[config.mk]
export PLATFORM = sky130hd
export DESIGN_NAME = ecc_read_pipe_flat
export DESIGN_NICKNAME = d
export VERILOG_FILES = /design/src/rtl/ecc_read_pipe_pkg.sv /design/src/rtl/ecc_read_pipe_if.sv /design/src/rtl/ecc_read_pipe_dec.sv /design/src/rtl/ecc_read_pipe.sv /design/src/flat_wrapper.sv
export SDC_FILE = /design/constraint.sdc
export NUM_CORES = 1
export LEC_CHECK = 0
export BUFFER_PORTS_ARGS = -buffer_cell sky130_fd_sc_hd__buf_2
export CAP_MARGIN = 30
export CORE_UTILIZATION = 54
export DETAILED_ROUTE_END_ITERATION = 6
export HOLD_SLACK_MARGIN = 0.06
export PLACE_DENSITY = 0.75
export REMOVE_ABC_BUFFERS = 1
export SLEW_MARGIN = 0
export SYNTH_ARGS = -nofsm -noshare
export SYNTH_HDL_FRONTEND = slang
export SYNTH_HIERARCHICAL = 1
export SYNTH_SLANG_ARGS = --single-unit
[constraint.sdc]
create_clock -name clk -period 3.31 [get_ports clk]
set_input_delay 0.662 -clock clk [delete_from_list [all_inputs] [get_ports clk]]
set_output_delay 0.662 -clock clk [all_outputs]
set_load 0.02 [all_outputs]
[src/rtl/ecc_read_pipe_pkg.sv]
// Shared SECDED types and codeword layout for the Hamming memory controller read path.
// cw[0] is overall parity, powers of two are Hamming parity, data fills the remaining slots ascending.
package ecc_read_pipe_pkg;
    localparam int D_W  = 32;
    localparam int A_W  = 16;
    localparam int P_W  = 6;
    localparam int CW_W = D_W + P_W + 1;
    localparam int R_LAT [2] = '{5, 3};

    typedef enum logic [1:0] {
        ZERO = 2'd0,
        ONE  = 2'd1,
        TWO  = 2'd2
    } error_type;

    // Codeword position of data bit k: k-th non-power-of-two slot from 3 upward.
    function automatic int data_pos(input int k);
        int pos;
        int n;
        pos = 0;
        n   = 0;
        for (int i = 3; i < CW_W; i++) begin
            if ((i & (i - 1)) != 0) begin
                if (n == k) pos = i;
                n++;
            end
        end
        return pos;
    endfunction
endpackage

[src/rtl/ecc_read_pipe_if.sv]
// Read-return bus of one controller port: raw codeword in, corrected word out, counters, scrub handshake.
// master drives the array side and scrub_ready; slave is the read pipe.
interface ecc_read_pipe_if
    import ecc_read_pipe_pkg::*;
#(
    parameter int CNT_W = 16
);
    logic             in_valid;
    logic [A_W-1:0]   in_addr;
    logic [CW_W-1:0]  in_cw;
    logic             out_valid;
    logic [A_W-1:0]   out_addr;
    logic [D_W-1:0]   out_data;
    error_type        out_err;
    logic             cnt_clr;
    logic [CNT_W-1:0] cnt_one;
    logic [CNT_W-1:0] cnt_two;
    logic             scrub_valid;
    logic             scrub_ready;
    logic [A_W-1:0]   scrub_addr;
    logic [CW_W-1:0]  scrub_cw;
    logic             scrub_drop;

    modport master (
        output in_valid, in_addr, in_cw, cnt_clr, scrub_ready,
        input  out_valid, out_addr, out_data, out_err, cnt_one, cnt_two,
               scrub_valid, scrub_addr, scrub_cw, scrub_drop
    );

    modport slave (
        input  in_valid, in_addr, in_cw, cnt_clr, scrub_ready,
        output out_valid, out_addr, out_data, out_err, cnt_one, cnt_two,
               scrub_valid, scrub_addr, scrub_cw, scrub_drop
    );
endinterface

[src/rtl/ecc_read_pipe_dec.sv]
// ecc_secded_dec: combinational SECDED check/correct; TWO results pass the raw codeword through.
// Zero latency, no handshake.
module ecc_secded_dec
    import ecc_read_pipe_pkg::*;
(
    input  logic [CW_W-1:0] cw_i,
    output logic [D_W-1:0]  data_o,
    output logic [CW_W-1:0] cw_fix_o,
    output error_type       err_o
);
    logic [P_W-1:0] syn;
    logic           par;

    always_comb begin
        syn = '0;
        for (int i = 1; i < CW_W; i++) begin
            if (cw_i[i]) syn = syn ^ P_W'(i);
        end
        par = ^cw_i;
    end

    always_comb begin
        cw_fix_o = cw_i;
        err_o    = ZERO;
        if (par) begin
            // syn == 0 lands on cw[0], the overall parity bit itself
            if (syn < P_W'(CW_W)) begin
                cw_fix_o = cw_i ^ (CW_W'(1) << syn);
                err_o    = ONE;
            end else begin
                err_o = TWO;
            end
        end else if (syn != '0) begin
            err_o = TWO;
        end
        data_o = '0;
        for (int k = 0; k < D_W; k++) data_o[k] = cw_fix_o[data_pos(k)];
    end
endmodule

[src/rtl/ecc_read_pipe.sv]
// Read-return stage: LAT-1 plain delay stages then registered SECDED decode; read path never stalls.
// ECC_SCRUB_EN adds a one-entry scrub buffer held until scrub_ready; otherwise scrub outputs are tied low.
module ecc_read_pipe
    import ecc_read_pipe_pkg::*;
#(
    parameter int PORT_ID = 0,
    parameter int LAT     = R_LAT[PORT_ID],
    parameter int CNT_W   = 16
) (
    input logic            clk,
    input logic            rst,
    ecc_read_pipe_if.slave bus
);
    localparam int DLY = LAT - 1;

    logic            dly_vld_q  [DLY];
    logic [A_W-1:0]  dly_addr_q [DLY];
    logic [CW_W-1:0] dly_cw_q   [DLY];

    always_ff @(posedge clk) begin
        if (rst) begin
            for (int i = 0; i < DLY; i++) dly_vld_q[i] <= 1'b0;
        end else begin
            dly_vld_q[0] <= bus.in_valid;
            for (int i = 1; i < DLY; i++) dly_vld_q[i] <= dly_vld_q[i-1];
        end
    end

    always_ff @(posedge clk) begin
        dly_addr_q[0] <= bus.in_addr;
        dly_cw_q[0]   <= bus.in_cw;
        for (int i = 1; i < DLY; i++) begin
            dly_addr_q[i] <= dly_addr_q[i-1];
            dly_cw_q[i]   <= dly_cw_q[i-1];
        end
    end

    logic [D_W-1:0]  dec_data;
    logic [CW_W-1:0] dec_cw;
    error_type       dec_err;

    ecc_secded_dec u_dec (
        .cw_i     (dly_cw_q[DLY-1]),
        .data_o   (dec_data),
        .cw_fix_o (dec_cw),
        .err_o    (dec_err)
    );

    logic            out_vld_q;
    logic [A_W-1:0]  out_addr_q;
    logic [D_W-1:0]  out_data_q;
    error_type       out_err_q;
    logic [CW_W-1:0] out_cw_q;

    always_ff @(posedge clk) begin
        if (rst) begin
            out_vld_q  <= 1'b0;
            out_addr_q <= '0;
            out_data_q <= '0;
            out_err_q  <= ZERO;
        end else begin
            out_vld_q <= dly_vld_q[DLY-1];
            if (dly_vld_q[DLY-1]) begin
                out_addr_q <= dly_addr_q[DLY-1];
                out_data_q <= dec_data;
                out_err_q  <= dec_err;
            end
        end
    end

    always_ff @(posedge clk) begin
        if (dly_vld_q[DLY-1]) out_cw_q <= dec_cw;
    end

    logic             hit_one;
    logic             hit_two;
    logic [CNT_W-1:0] cnt_one_q, cnt_one_d;
    logic [CNT_W-1:0] cnt_two_q, cnt_two_d;

    assign hit_one = out_vld_q && (out_err_q == ONE);
    assign hit_two = out_vld_q && (out_err_q == TWO);

    always_comb begin
        cnt_one_d = cnt_one_q;
        cnt_two_d = cnt_two_q;
        if (bus.cnt_clr) begin
            cnt_one_d = '0;
            cnt_two_d = '0;
        end else begin
            if (hit_one && cnt_one_q != '1) cnt_one_d = cnt_one_q + CNT_W'(1);
            if (hit_two && cnt_two_q != '1) cnt_two_d = cnt_two_q + CNT_W'(1);
        end
    end

    always_ff @(posedge clk) begin
        if (rst) begin
            cnt_one_q <= '0;
            cnt_two_q <= '0;
        end else begin
            cnt_one_q <= cnt_one_d;
            cnt_two_q <= cnt_two_d;
        end
    end

    assign bus.out_valid = out_vld_q;
    assign bus.out_addr  = out_addr_q;
    assign bus.out_data  = out_data_q;
    assign bus.out_err   = out_err_q;
    assign bus.cnt_one   = cnt_one_q;
    assign bus.cnt_two   = cnt_two_q;

`ifdef ECC_SCRUB_EN
    logic            scrub_vld_q, scrub_vld_d;
    logic            scrub_drop_q, scrub_drop_d;
    logic [A_W-1:0]  scrub_addr_q, scrub_addr_d;
    logic [CW_W-1:0] scrub_cw_q, scrub_cw_d;

    // Drop is registered so it lines up with the cycle the entry would have appeared.
    always_comb begin
        scrub_vld_d  = scrub_vld_q;
        scrub_addr_d = scrub_addr_q;
        scrub_cw_d   = scrub_cw_q;
        scrub_drop_d = hit_one && scrub_vld_q && !bus.scrub_ready;
        if (hit_one && (!scrub_vld_q || bus.scrub_ready)) begin
            scrub_vld_d  = 1'b1;
            scrub_addr_d = out_addr_q;
            scrub_cw_d   = out_cw_q;
        end else if (scrub_vld_q && bus.scrub_ready) begin
            scrub_vld_d = 1'b0;
        end
    end

    always_ff @(posedge clk) begin
        if (rst) begin
            scrub_vld_q  <= 1'b0;
            scrub_drop_q <= 1'b0;
            scrub_addr_q <= '0;
            scrub_cw_q   <= '0;
        end else begin
            scrub_vld_q  <= scrub_vld_d;
            scrub_drop_q <= scrub_drop_d;
            scrub_addr_q <= scrub_addr_d;
            scrub_cw_q   <= scrub_cw_d;
        end
    end

    assign bus.scrub_valid = scrub_vld_q;
    assign bus.scrub_drop  = scrub_drop_q;
    assign bus.scrub_addr  = scrub_addr_q;
    assign bus.scrub_cw    = scrub_cw_q;
`else
    logic unused_scrub;
    assign unused_scrub    = ^{bus.scrub_ready, out_cw_q};
    assign bus.scrub_valid = 1'b0;
    assign bus.scrub_drop  = 1'b0;
    assign bus.scrub_addr  = '0;
    assign bus.scrub_cw    = '0;
`endif
endmodule

[src/flat_wrapper.sv]
// flat-port wrapper written by rule: the top's interface ports become plain ports
module ecc_read_pipe_flat import ecc_read_pipe_pkg::*;
#(
    parameter int PORT_ID = 0,
    parameter int LAT     = R_LAT[PORT_ID],
    parameter int CNT_W   = 16
)
  (clk, rst, bus_in_valid, bus_in_addr, bus_in_cw, bus_cnt_clr, bus_scrub_ready, bus_out_valid, bus_out_addr, bus_out_data, bus_out_err, bus_cnt_one, bus_cnt_two, bus_scrub_valid, bus_scrub_addr, bus_scrub_cw, bus_scrub_drop);
  ecc_read_pipe_if #(.CNT_W(CNT_W)) bus_i ();
  input logic clk;
  input logic rst;
  input wire logic [$bits(bus_i.in_valid)-1:0] bus_in_valid;
  input wire logic [$bits(bus_i.in_addr)-1:0] bus_in_addr;
  input wire logic [$bits(bus_i.in_cw)-1:0] bus_in_cw;
  input wire logic [$bits(bus_i.cnt_clr)-1:0] bus_cnt_clr;
  input wire logic [$bits(bus_i.scrub_ready)-1:0] bus_scrub_ready;
  output wire logic [$bits(bus_i.out_valid)-1:0] bus_out_valid;
  output wire logic [$bits(bus_i.out_addr)-1:0] bus_out_addr;
  output wire logic [$bits(bus_i.out_data)-1:0] bus_out_data;
  output wire logic [$bits(bus_i.out_err)-1:0] bus_out_err;
  output wire logic [$bits(bus_i.cnt_one)-1:0] bus_cnt_one;
  output wire logic [$bits(bus_i.cnt_two)-1:0] bus_cnt_two;
  output wire logic [$bits(bus_i.scrub_valid)-1:0] bus_scrub_valid;
  output wire logic [$bits(bus_i.scrub_addr)-1:0] bus_scrub_addr;
  output wire logic [$bits(bus_i.scrub_cw)-1:0] bus_scrub_cw;
  output wire logic [$bits(bus_i.scrub_drop)-1:0] bus_scrub_drop;
  assign bus_i.in_valid = bus_in_valid;
  assign bus_i.in_addr = bus_in_addr;
  assign bus_i.in_cw = bus_in_cw;
  assign bus_i.cnt_clr = bus_cnt_clr;
  assign bus_i.scrub_ready = bus_scrub_ready;
  assign bus_out_valid = bus_i.out_valid;
  assign bus_out_addr = bus_i.out_addr;
  assign bus_out_data = bus_i.out_data;
  assign bus_out_err = bus_i.out_err;
  assign bus_cnt_one = bus_i.cnt_one;
  assign bus_cnt_two = bus_i.cnt_two;
  assign bus_scrub_valid = bus_i.scrub_valid;
  assign bus_scrub_addr = bus_i.scrub_addr;
  assign bus_scrub_cw = bus_i.scrub_cw;
  assign bus_scrub_drop = bus_i.scrub_drop;
  ecc_read_pipe #(.PORT_ID(PORT_ID), .LAT(LAT), .CNT_W(CNT_W)) u_core (.clk(clk), .rst(rst), .bus(bus_i));
endmodule
* Word level (Yosys, flattened, before mapping)
Memory sizes are Yosys's and may differ from the RTL's. A register that Yosys moved wholly into a read port is not among the register bits.
Index checks and enable logic that the tools add are counted.
** Storage, ports and cells
- Register bits after elaboration :: 67
- Bits in writable memories :: 224
- Bits of input ports :: 60
- Logic and storage cells :: 115
- Memories kept :: 3
** Cells by class
- $add $sub $neg :: 2
- $lt $le $gt $ge :: 1
- Equality and inequality tests :: 4
- Shifts and indexed selects :: 1
- Multiplexer cells :: 50
- Bitwise gates (word level) :: 42
- Reduce and logical (&&, ||, !) cells :: 7
** Memories
- u_core.dly_cw_q :: words 4, width 39, read ports 4, clocked after memory_dff 0, wr ports 4, line ecc_read_pipe.sv:18 : logic [CW_W-1:0] dly_cw_q [DLY];
- u_core.dly_addr_q :: words 4, width 16, read ports 4, clocked after memory_dff 1, wr ports 4, line ecc_read_pipe.sv:17 : logic [A_W-1:0] dly_addr_q [DLY];
- u_core.dly_vld_q :: words 4, width 1, read ports 4, clocked after memory_dff 0, wr ports 4, line ecc_read_pipe.sv:16 : logic dly_vld_q [DLY];
** Operators by type and width (count)
- $mux W5 :: 16
- $mux W39 :: 2
- $mux W6 :: 7
- $not A3 Y3 :: 13
- $reduce_xor A39 Y1 :: 1
- $shl A1 B6 Y39 const A :: 1
- $xor A39 B39 Y39 :: 1
- $add A16 B1 Y16 const B :: 2
- $mux W4 :: 8
- $ne A16 B16 Y1 const B :: 2
- $not A2 Y2 :: 13
- $not A4 Y4 :: 5
- $mux W3 :: 4
- $mux W2 :: 5
- $mux W1 :: 8
- $lt A6 B6 Y1 const B :: 1
- $reduce_bool A6 Y1 :: 1
- $not A1 Y1 const A :: 5
- $not A5 Y5 :: 1
- $logic_and A1 B1 Y1 :: 4
- $or A1 B1 Y1 :: 4
- $eq A2 B1 Y1 const B :: 1
- $eq A2 B2 Y1 const B :: 1
- $reduce_or A2 Y1 :: 1

* Longest topological paths before layout
Gate-level depths: netlist of the first run.
An unclocked memory read counts as a cell.
- Depth in word-level cells :: 75
- Depth in mapped cells :: 11

* Modules after synthesis
Netlist of the first run, hierarchy kept.
** Modules (own cells, without submodules)
- ecc_read_pipe :: times used 1, cells an instance 650, area an instance 8351.8 sq um, seq. area each 6145.9 sq um
- ecc_secded_dec :: times used 1, cells an instance 213, area an instance 1964.4 sq um, seq. area each 0.0 sq um

* Worst setup path after synthesis of the first run
No wires, ideal clock.
- Path type :: reg2reg
- Start :: memory u_core/dly_cw_q[3][14] (netlist name)
- End :: register u_core.out_data_q[19], in the netlist u_core/bus.out_data[19]
- Library setup time :: 0.128 ns
- Arrival time :: 2.382 ns
- Data required time :: 3.182 ns
- Slack :: 0.800 ns
- Cell stages (with the launch flop) :: 11
- Path buffers :: 1
- Period minus slack after synthesis :: 2.510 ns
- Path through :: dfxtp_1 > xnor2_1 > xnor2_2 > xor2_2 > or3_1 > a2111oi_4 > nand2_1 > xnor2_1 > buf_4 > mux2i_1 > nor2_1
** RTL lines
- from (decl) :: line ecc_read_pipe.sv:18
- to (signal assigned) :: line ecc_read_pipe.sv:65 : out_data_q <= dec_data;
- to (decl) :: line ecc_read_pipe.sv:51 : logic [D_W-1:0] out_data_q;

==> metrics.yaml, run 1 <==
status:
  status: "finished clean"
routing:
  drtIter0Drc: 248
  finalWirelength_mm: 16.6
  dr.pass1.iters: 4
  num_vias: 5833
  drc: 0
  postRouteAntennaNets: 0
  wire_per_inst_um: 13.6
  avgViaCountPerCell: 4.79
sta:
  rsz0062_at_grt: "false"
  worst_slew_pin_slew_ns: 1.08
  post-route-period-util_pct: 83.0
  maxSlewViolCount: 0
  fmax_mhz: 364
  finalHoldViolCount: 0
  setup_ws_ns: 0.562
  fin_tns_setup_ns: 0
  relSlewSlack_pct: 27.6
  setup_violations: 0
  period_needed_ns: 2.75
  finalClockSkew_ns: 0.0147
worst_setup_path:
  path_class: "reg -> reg"
  timing.critical_path.buf_inv: 0
  timing.rr.start: "u_core/dly_cw_q[3][34]"
  worstPathRequired_ns: 3.71
  crit_chain: "xor2_2 -> xnor2_1 -> xnor3_1 -> xnor2_1 -> and2_1 -> a21boi_1 -> or2_1 -> mux2i_1 -> nor2_1"
  end_kind: "flip-flop"
  r2r_setup_slack_ns: 0.56
  cp_max_fo: 10
  r2r.worst_path.cells: 9
  cp_top_family: "XOR/XNOR gates"
  reg2reg_to: "u_core/bus.out_err[0]"
  startpoint_type: "flip-flop"
  arrival_ns: 3.15
  slowest_stage: "and2_1"
  max_stage_delay_ns: 0.48
  crit_path_frequent_cell: "xnor2_1"
cells_and_area:
  fillers: 1445
  syn_to_final_growth_pct: 13.6
  stdcell_area_um2: 11600
  final_cell_mix: "dfxtp_1 (306), buf_2 (141), xnor2_1 (77)"
  layout.area.seq_um2: 6150
  drive_gt1_share_pct: 23.8
  final_nets: 1030
  multi_input_area_um2: 3520
  layout_commonest_cell: "dfxtp_1"
  diodes: 0
logic_synthesis:
  synth_area_per_cell_um2: 12.0
  yosysWarnings: 6
  netlist_instances: 849
  syn-cell-area_um2: 10200
clock_network:
  cts_inserted_buffers: 29
  cts-root-buf: "clkbuf_16"
  holdBufCountCts: 0
  clockBufferDepth: 3
  clk_pin_slew_ns: 0.06
  cts_setup_buffers: 0
  htree_levels: 1
  clock_latency_ns: 0.54
  clock-sinks: 307
  cts_tree: "yes"
  ctsResizeCount: 0
global_route:
  antenna_found_initial: 0
  grt_pass1_wl_mm: 26.9
  overflow: 0
  grt_use_total_pct: 17.0
  grt_pass1_vias: 5395
  grt_max_degree: 57
floorplan:
  row_count: 49
  fp.dieArea_um2: 19500
  start_util_pct: 56.0
  die_w_um: 140
  top_level_ports: 200
  core_um2: 18300
  chipHeight_um: 140
run:
  drv_cap: 0
pwr:
  powerDensity_nw_per_um2: 715
  ir_drop_mv: 0.560
  p_total_mw: 8.31
  p_leak_nw: 4.70
placement:
  port_buffers: 141
  place.gp.congestion: 0.851
  dpl_cell_area_um2: 10700
  dp_slack_ns: 0.609
  place_hpwl_mm: 11.0
hold_path:
  min_to: "u_core/dly_cw_q[0][5]"
  hp-class: "in -> reg"
  hold_path_startpoint: "bus_in_cw[5]"
  hold_depth: 1
[power by group]
part | switching [mW] | total [mW] | internal [mW]
clock | 1.35 | 3.10 | 1.75
combinational | 0.844 | 1.29 | 0.449
sequential | 0.0657 | 3.91 | 3.85
total | 2.26 | 8.31 | 6.05
[per-stage QoR]
| stage | util, % | cells | hold slack (ns) |
|---|---|---|---|
| finish | 63.6 | 1219 | 0.218 |
| global route | 63.6 | 1219 | 0.205 |
| CTS | 63.6 | 1219 | 0.209 |
| detailed placement | 58.5 | 1166 | 0.312 |
| global placement | 58.5 | 1166 | 0.309 |
| floorplan | - | 794 | 0.310 |
[metal layers]
metal / routed length, um / vias to the layer above / track usage, %
met5: 0 / - / 0
met4: 318 / 0 / 4.40
met3: 1100 / 27 / 3.54
met2: 7790 / 191 / 28.9
met1: 7370 / 2667 / 22.1
li1: - / 2948 / -
[cell type report]
class | count | area share, %
clock buffers | 37 | 7.02
inverters | 4 | 0.129
multi-input cells | 483 | 30.3
well taps | 229 | 2.47
clock inverters | 16 | 0.937
flip-flops and latches | 307 | 52.9
repair buffers | 143 | 6.20
[worst reg2reg max path: cells and delay by family, from the launching register on]
kind,cells,cell delay (ns)
compound gates,1,0.15
flops,1,0.42
simple gates,3,0.79
xor+xnor,4,1.13
mux,1,0.13
[registers in the layout, summed over array words and instances (netlist names)]
signal,count
u_core/dly_vld_q,4
u_core/bus.cnt_two,16
u_core/bus.cnt_one,16
u_core/bus.out_data,32
u_core/dly_addr_q,64
u_core/bus.out_valid,1
u_core/bus.out_addr,16
u_core/bus.out_err,2
u_core/dly_cw_q,156
[worst max path at each step]
stage                     cells past startpoint  slack [ns]               endpoint                    from
after floorplan                               8        0.90  u_core/bus.out_err[1]  u_core/dly_cw_q[3][30]
after global placement                        9        0.65  u_core/bus.out_err[0]  u_core/dly_cw_q[3][34]
after detailed placement                      9        0.61  u_core/bus.out_err[0]  u_core/dly_cw_q[3][34]
after CTS                                     9        0.55  u_core/bus.out_err[0]  u_core/dly_cw_q[3][34]
after global routing                          9        0.33  u_core/bus.out_err[1]  u_core/dly_cw_q[3][31]
final                                         9        0.56  u_core/bus.out_err[0]  u_core/dly_cw_q[3][34]
(Power assumes the default switching activity.)
==> inputs of run 2 (changes only) <==
==> constraint.sdc (replaced) <==
create_clock -name clk -period 2.8 [get_ports clk]
set_input_delay 0.56 -clock clk [delete_from_list [all_inputs] [get_ports clk]]
set_output_delay 0.56 -clock clk [all_outputs]
set_load 0.02 [all_outputs]
==> run 2 against run 1 <==
- power up 23%
- utilization is 0.87 points higher
- global-route usage increased by 0.18 points
- count of clock-buffer cells in the layout up 4
- sequential power increased by 18%
- hold slack got worse by 0.13 ns
- maximum frequency is 4.6% higher
- clock power increased by 25%
- routed wire length up 3.1%
- register-to-register slack lost 0.39 ns
- sequential share of layout area fell by 0.71 points
- largest cell class unchanged
==> metrics.yaml, run 2 (synthesized netlist as in run 1, its figures left out) <==
status:
  status: "finished clean"
cells_and_area:
  multi_input_area_um2: 3550
  final_nets: 1040
  final_cell_mix: "dfxtp_1 (306), buf_2 (141), xnor2_1 (73)"
  layout.area.seq_um2: 6150
  largest_reg_flops: 156
  syn_to_final_growth_pct: 15.2
  regMostFlops: "u_core/dly_cw_q"
  stdcell_area_um2: 11800
  drive_gt1_share_pct: 24.5
  diodes: 0
  layout_commonest_cell: "dfxtp_1"
  fillers: 1405
global_route:
  grt_max_degree: 57
  grt_use_total_pct: 17.2
  grt_pass1_wl_mm: 27.0
  grt_pass1_vias: 5568
  antenna_found_initial: 0
  overflow: 0
worst_setup_path:
  cp_max_fo: 5
  arrival_ns: 3.02
  end_kind: "flip-flop"
  startpoint_type: "flip-flop"
  path_class: "reg -> reg"
  worstPathRequired_ns: 3.19
pwr:
  powerDensity_nw_per_um2: 864
  p_leak_nw: 4.78
  ir_drop_mv: 0.785
floorplan:
  start_util_pct: 56.0
  row_count: 49
  fp.dieArea_um2: 19500
  core_um2: 18300
  top_level_ports: 200
  die_w_um: 140
  chipHeight_um: 140
clock_network:
  clockBufferDepth: 3
  cts_tree: "yes"
  clk_pin_slew_ns: 0.06
  clock_latency_ns: 0.56
  holdBufCountCts: 0
  htree_levels: 1
  cts-root-buf: "clkbuf_16"
  clock-sinks: 307
  cts_inserted_buffers: 30
sta:
  period_needed_ns: 2.63
  finalHoldViolCount: 0
  maxSlewViolCount: 0
  finalClockSkew_ns: 0.0378
  rsz0062_at_grt: "true"
  relSlewSlack_pct: 39.3
  setup_ws_ns: 0.173
  worst_slew_pin_slew_ns: 0.910
  post-route-period-util_pct: 93.8
  fmax_mhz: 381
  setup_violations: 0
routing:
  drc: 0
  drtIter0Drc: 184
  wire_per_inst_um: 13.9
  num_vias: 5970
  avgViaCountPerCell: 4.85
  dr.pass1.iters: 4
  postRouteAntennaNets: 0
  finalWirelength_mm: 17.1
hold_path:
  hp-class: "in -> reg"
placement:
  dp_slack_ns: 0.124
  port_buffers: 141
  dpl_cell_area_um2: 10700
  place_hpwl_mm: 11.4
  place.gp.congestion: 0.850
run:
  drv_cap: 0
## run 2: changes by cell type in the layout (fill, tap and decap cells not counted), sizes merged
cell    change
bufinv      +2
clkinv      -2
clkbuf      +4
inv         -1
buf         +9
## run 2: final cells by class
| class | count | area share (%) |
|---|---|---|
| clock buffers | 41 | 6.89 |
| clock inverters | 15 | 1.48 |
| repair buffers | 152 | 6.69 |
| well taps | 229 | 2.43 |
| flip-flops and latches | 307 | 52.2 |
| inverters | 4 | 0.127 |
| multi-input cells | 483 | 30.2 |
## run 2: path summary, 6_finish.rpt
kind / start / cells past startpoint / end / slack (ns)
setup reg to reg: u_core/dly_cw_q[3][13] / 9 / u_core/bus.out_data[20] / 0.17
hold reg to reg: u_core/dly_addr_q[1][9] / 0 / u_core/dly_addr_q[2][9] / 0.32
hold / removal: bus_in_cw[38] / 1 / u_core/dly_cw_q[0][38] / 0.09
setup / recovery: u_core/dly_cw_q[3][13] / 9 / u_core/bus.out_data[20] / 0.17
## run 2: worst max-delay path, cell delays in order (launching register included)
cell	delay, ns
dfxtp_1	0.40
xnor2_1	0.12
xnor2_2	0.35
xor2_2	0.34
nand3_1	0.26
a2111oi_4	0.52
nand2_1	0.12
xnor2_1	0.13
mux2i_1	0.16
nor2_1	0.06
## run 2: report_power, final
group / total [mW] / switching [mW] / internal [mW] / leakage (nW)
Combinational: 1.68 / 1.03 / 0.642 / 1.76
Sequential: 4.63 / 0.0781 / 4.55 / 2.56
Clock: 3.88 / 1.63 / 2.25 / 0.469
## run 2: per-stage QoR
step           hold WS (ns)  std cells  TNS, ns  power (mW)  util (%)
2_1_floorplan         0.310        794        0        5.93         -
3_3_place_gp          0.310       1173        0        6.33      58.8
3_5_place_dp          0.312       1173        0        6.37      58.8
4_1_cts              0.0700       1229        0        10.3      64.2
5_1_grt              0.0626       1231   -0.141        10.6      64.5
6_report             0.0921       1231        0        10.2      64.5
## run 2: timing repair
action | in CTS | in global routing
buffers inserted | 0 | 2
gates resized for setup | 0 | 4
setup endpoints to repair | 0 | 30
## run 2: per-layer routing
layer	GRT usage [%]	part of all wire, %	vias up	wire length (um)
met3	4.44	6.5	29	1100
li1	-	-	2964	-
met1	20.8	43	2781	7350
met4	4.80	1.9	0	323
met2	30.2	49	196	8320
met5	0	0	-	0
==> inputs of run 3 (changes only) <==
--- a/config.mk
+++ b/config.mk
@@ -7,10 +7,11 @@
 export LEC_CHECK = 0
 export BUFFER_PORTS_ARGS = -buffer_cell sky130_fd_sc_hd__buf_2
 export CAP_MARGIN = 30
-export CORE_UTILIZATION = 54
+export CORE_UTILIZATION = 49
 export DETAILED_ROUTE_END_ITERATION = 6
 export HOLD_SLACK_MARGIN = 0.06
-export PLACE_DENSITY = 0.75
+export MAX_ROUTING_LAYER = met4
+export PLACE_DENSITY = 0.72
 export REMOVE_ABC_BUFFERS = 1
 export SLEW_MARGIN = 0
 export SYNTH_ARGS = -nofsm -noshare
==> constraint.sdc (replaced) <==
create_clock -name clk -period 2.3 [get_ports clk]
set_input_delay 0.46 -clock clk [delete_from_list [all_inputs] [get_ports clk]]
set_output_delay 0.46 -clock clk [all_outputs]
set_load 0.02 [all_outputs]
==> run 3 against run 2 <==
- the flow now finishes with violations (negative setup slack)
- critical path depth grew 1
- power grew 33%
- critical path type unchanged
- utilization is 0.57 points higher
- sequential share of layout area fell by 5.7 points
- first-iteration DRC count increased by 41%
- flip-flop and latch count is the same
- clock skew down 0.028 ns
- largest power group unchanged
- via count increased by 7.8%
- hold slack better by 0.065 ns
- sequential power increased by 22%
- combinational power up 75%
==> metrics.yaml, run 3 (synthesized netlist as in run 1, its figures left out) <==
status:
  status: "complete, but fails checks"
  violations: "negative setup slack"
sta:
  maxSlewViolCount: 0
  post-route-period-util_pct: 111
  worst_slew_pin_slew_ns: 0.677
  period_needed_ns: 2.56
  relSlewSlack_pct: 54.5
  finalClockSkew_ns: 0.00977
  finalHoldViolCount: 0
  fmax_mhz: 390
  setup_ws_ns: -0.261
  setup_violations: 34
  rsz0062_at_grt: "true"
routing:
  avgViaCountPerCell: 4.63
  wire_per_inst_um: 14.2
  postRouteAntennaNets: 0
  num_vias: 6435
  wl_met3_mm: 1.10
  drc: 0
  drtIter0Drc: 260
  finalWirelength_mm: 19.8
  wl_met1_mm: 8.23
  dr.pass1.iters: 4
  top_layer: "met4"
  route.met2.wl_mm: 10.2
cells_and_area:
  final_nets: 1159
  drive_gt1_share_pct: 31.2
  regMostFlops: "u_core/dly_cw_q"
  layout_commonest_cell: "dfxtp_1"
  syn_to_final_growth_pct: 29.5
  largest_reg_flops: 156
  final_cell_count_no_fill: 1390
  final_cell_mix: "dfxtp_1 (295), buf_2 (141), buf_4 (70)"
  stdcell_area_um2: 13200
  diodes: 0
clock_network:
  cts_inserted_buffers: 29
  cts-root-buf: "clkbuf_16"
  clk_pin_slew_ns: 0.06
  clock_latency_ns: 0.54
  clockBufferDepth: 3
  htree_levels: 1
  clock-sinks: 307
  cts_tree: "yes"
floorplan:
  top_level_ports: 200
  fp.dieArea_um2: 21500
  row_count: 52
  chipHeight_um: 146
  core_um2: 20400
  start_util_pct: 50.2
  die_w_um: 146
global_route:
  grt_pass1_vias: 6318
  antenna_found_initial: 0
  grt_pass1_wl_mm: 31.4
  overflow: 0
  grt_max_degree: 43
  grt_use_total_pct: 18.7
pwr:
  ir_drop_mv: 0.827
  powerDensity_nw_per_um2: 1020
  p_leak_nw: 5.48
run:
  drv_cap: 0
worst_setup_path:
  end_kind: "flip-flop"
  path_class: "reg -> reg"
  startpoint_type: "flip-flop"
  arrival_ns: 2.99
  cp_top_family: "simple AND/OR/NAND/NOR gates"
  slowest_stage: "or3_4"
  crit_path_frequent_cell: "xnor2_2"
  max_stage_delay_ns: 0.47
  crit_chain: "xnor2_2 -> xnor2_2 -> buf_4 -> xor2_4 -> or3_4 -> a2111oi_4 -> nand2_1 -> xnor2_1 -> mux2i_1 -> nor2_1"
  cp_max_fo: 5
  worstPathRequired_ns: 2.73
  timing.critical_path.buf_inv: 1
placement:
  port_buffers: 141
  place.gp.congestion: 0.828
  place_inst: 1267
  dpl_cell_area_um2: 11200
  place_hpwl_mm: 12.1
hold_path:
  hp-class: "in -> reg"
[run 3: path summary, 6_finish.rpt]
kind	from	endpoint	slack [ns]	cells after the start
worst max-delay path	u_core/dly_cw_q[3][11]	u_core/bus.out_data[2]	-0.26	10
worst min-delay path	bus_in_valid	u_core/dly_vld_q[0]	0.16	2
worst max register to register	u_core/dly_cw_q[3][11]	u_core/bus.out_data[2]	-0.26	10
worst min register to register	u_core/dly_cw_q[2][6]	u_core/dly_cw_q[3][6]	0.32	0
[run 3: final cells by class]
| cell class | count | area, um^2 |
|---|---|---|
| Sequential cell | 307 | 6170 |
| Multi-Input combinational cell | 484 | 3860 |
| Inverter | 4 | 15.0 |
| Fill cell | 1509 | 7120 |
| Clock inverter | 11 | 161 |
| Tap cell | 270 | 338 |
| Clock buffer | 43 | 858 |
| Timing Repair Buffer | 271 | 1850 |
[run 3: where the power goes]
group	switching (mW)	total (mW)	leakage, nW	internal, mW
Combinational	1.54	2.94	2.42	1.40
Clock	1.93	4.95	0.503	3.02
Sequential	0.0874	5.63	2.56	5.54
[run 3: layer usage]
metal | up-vias | track usage (%)
met4 | 0 | 5.36
met2 | 201 | 33.0
met5 | - | -
li1 | 3208 | -
met3 | 25 | 3.78
met1 | 3001 | 21.5
[run 3: worst reg2reg max path, cell delays in order, from the launching register on]
cell	delay [ns]
dfxtp_1	0.34
xnor2_2	0.15
xnor2_2	0.16
buf_4	0.16
xor2_4	0.22
or3_4	0.47
a2111oi_4	0.43
nand2_1	0.13
xnor2_1	0.15
mux2i_1	0.18
nor2_1	0.08
[run 3: metrics by stage]
step | setup slack (ns) | hold slack [ns] | setup TNS, ns | utilization [%] | power, mW
finish | -0.261 | 0.157 | -5.33 | 65.0 | 13.5
global route | -0.373 | 0.151 | -10.40 | 65.0 | 14.1
CTS | -0.203 | 0.155 | -3.92 | 64.6 | 13.5
detailed placement | -0.340 | 0.312 | -8.96 | 55.0 | 8.04
global placement | -0.277 | 0.310 | -7.03 | 55.0 | 7.99
floorplan | -0.110 | 0.310 | -2.35 | - | 7.22
[run 3: repair_timing]
action | in CTS | in global routing
setup buffers | 9 | 4
gates cloned | 1 | 0
hold buffers | 55 | 0
pin swaps | 33 | 35
setup endpoints to repair | 34 | 34
gates resized for setup | 49 | 9
endpoints found under the hold margin | 55 | 0
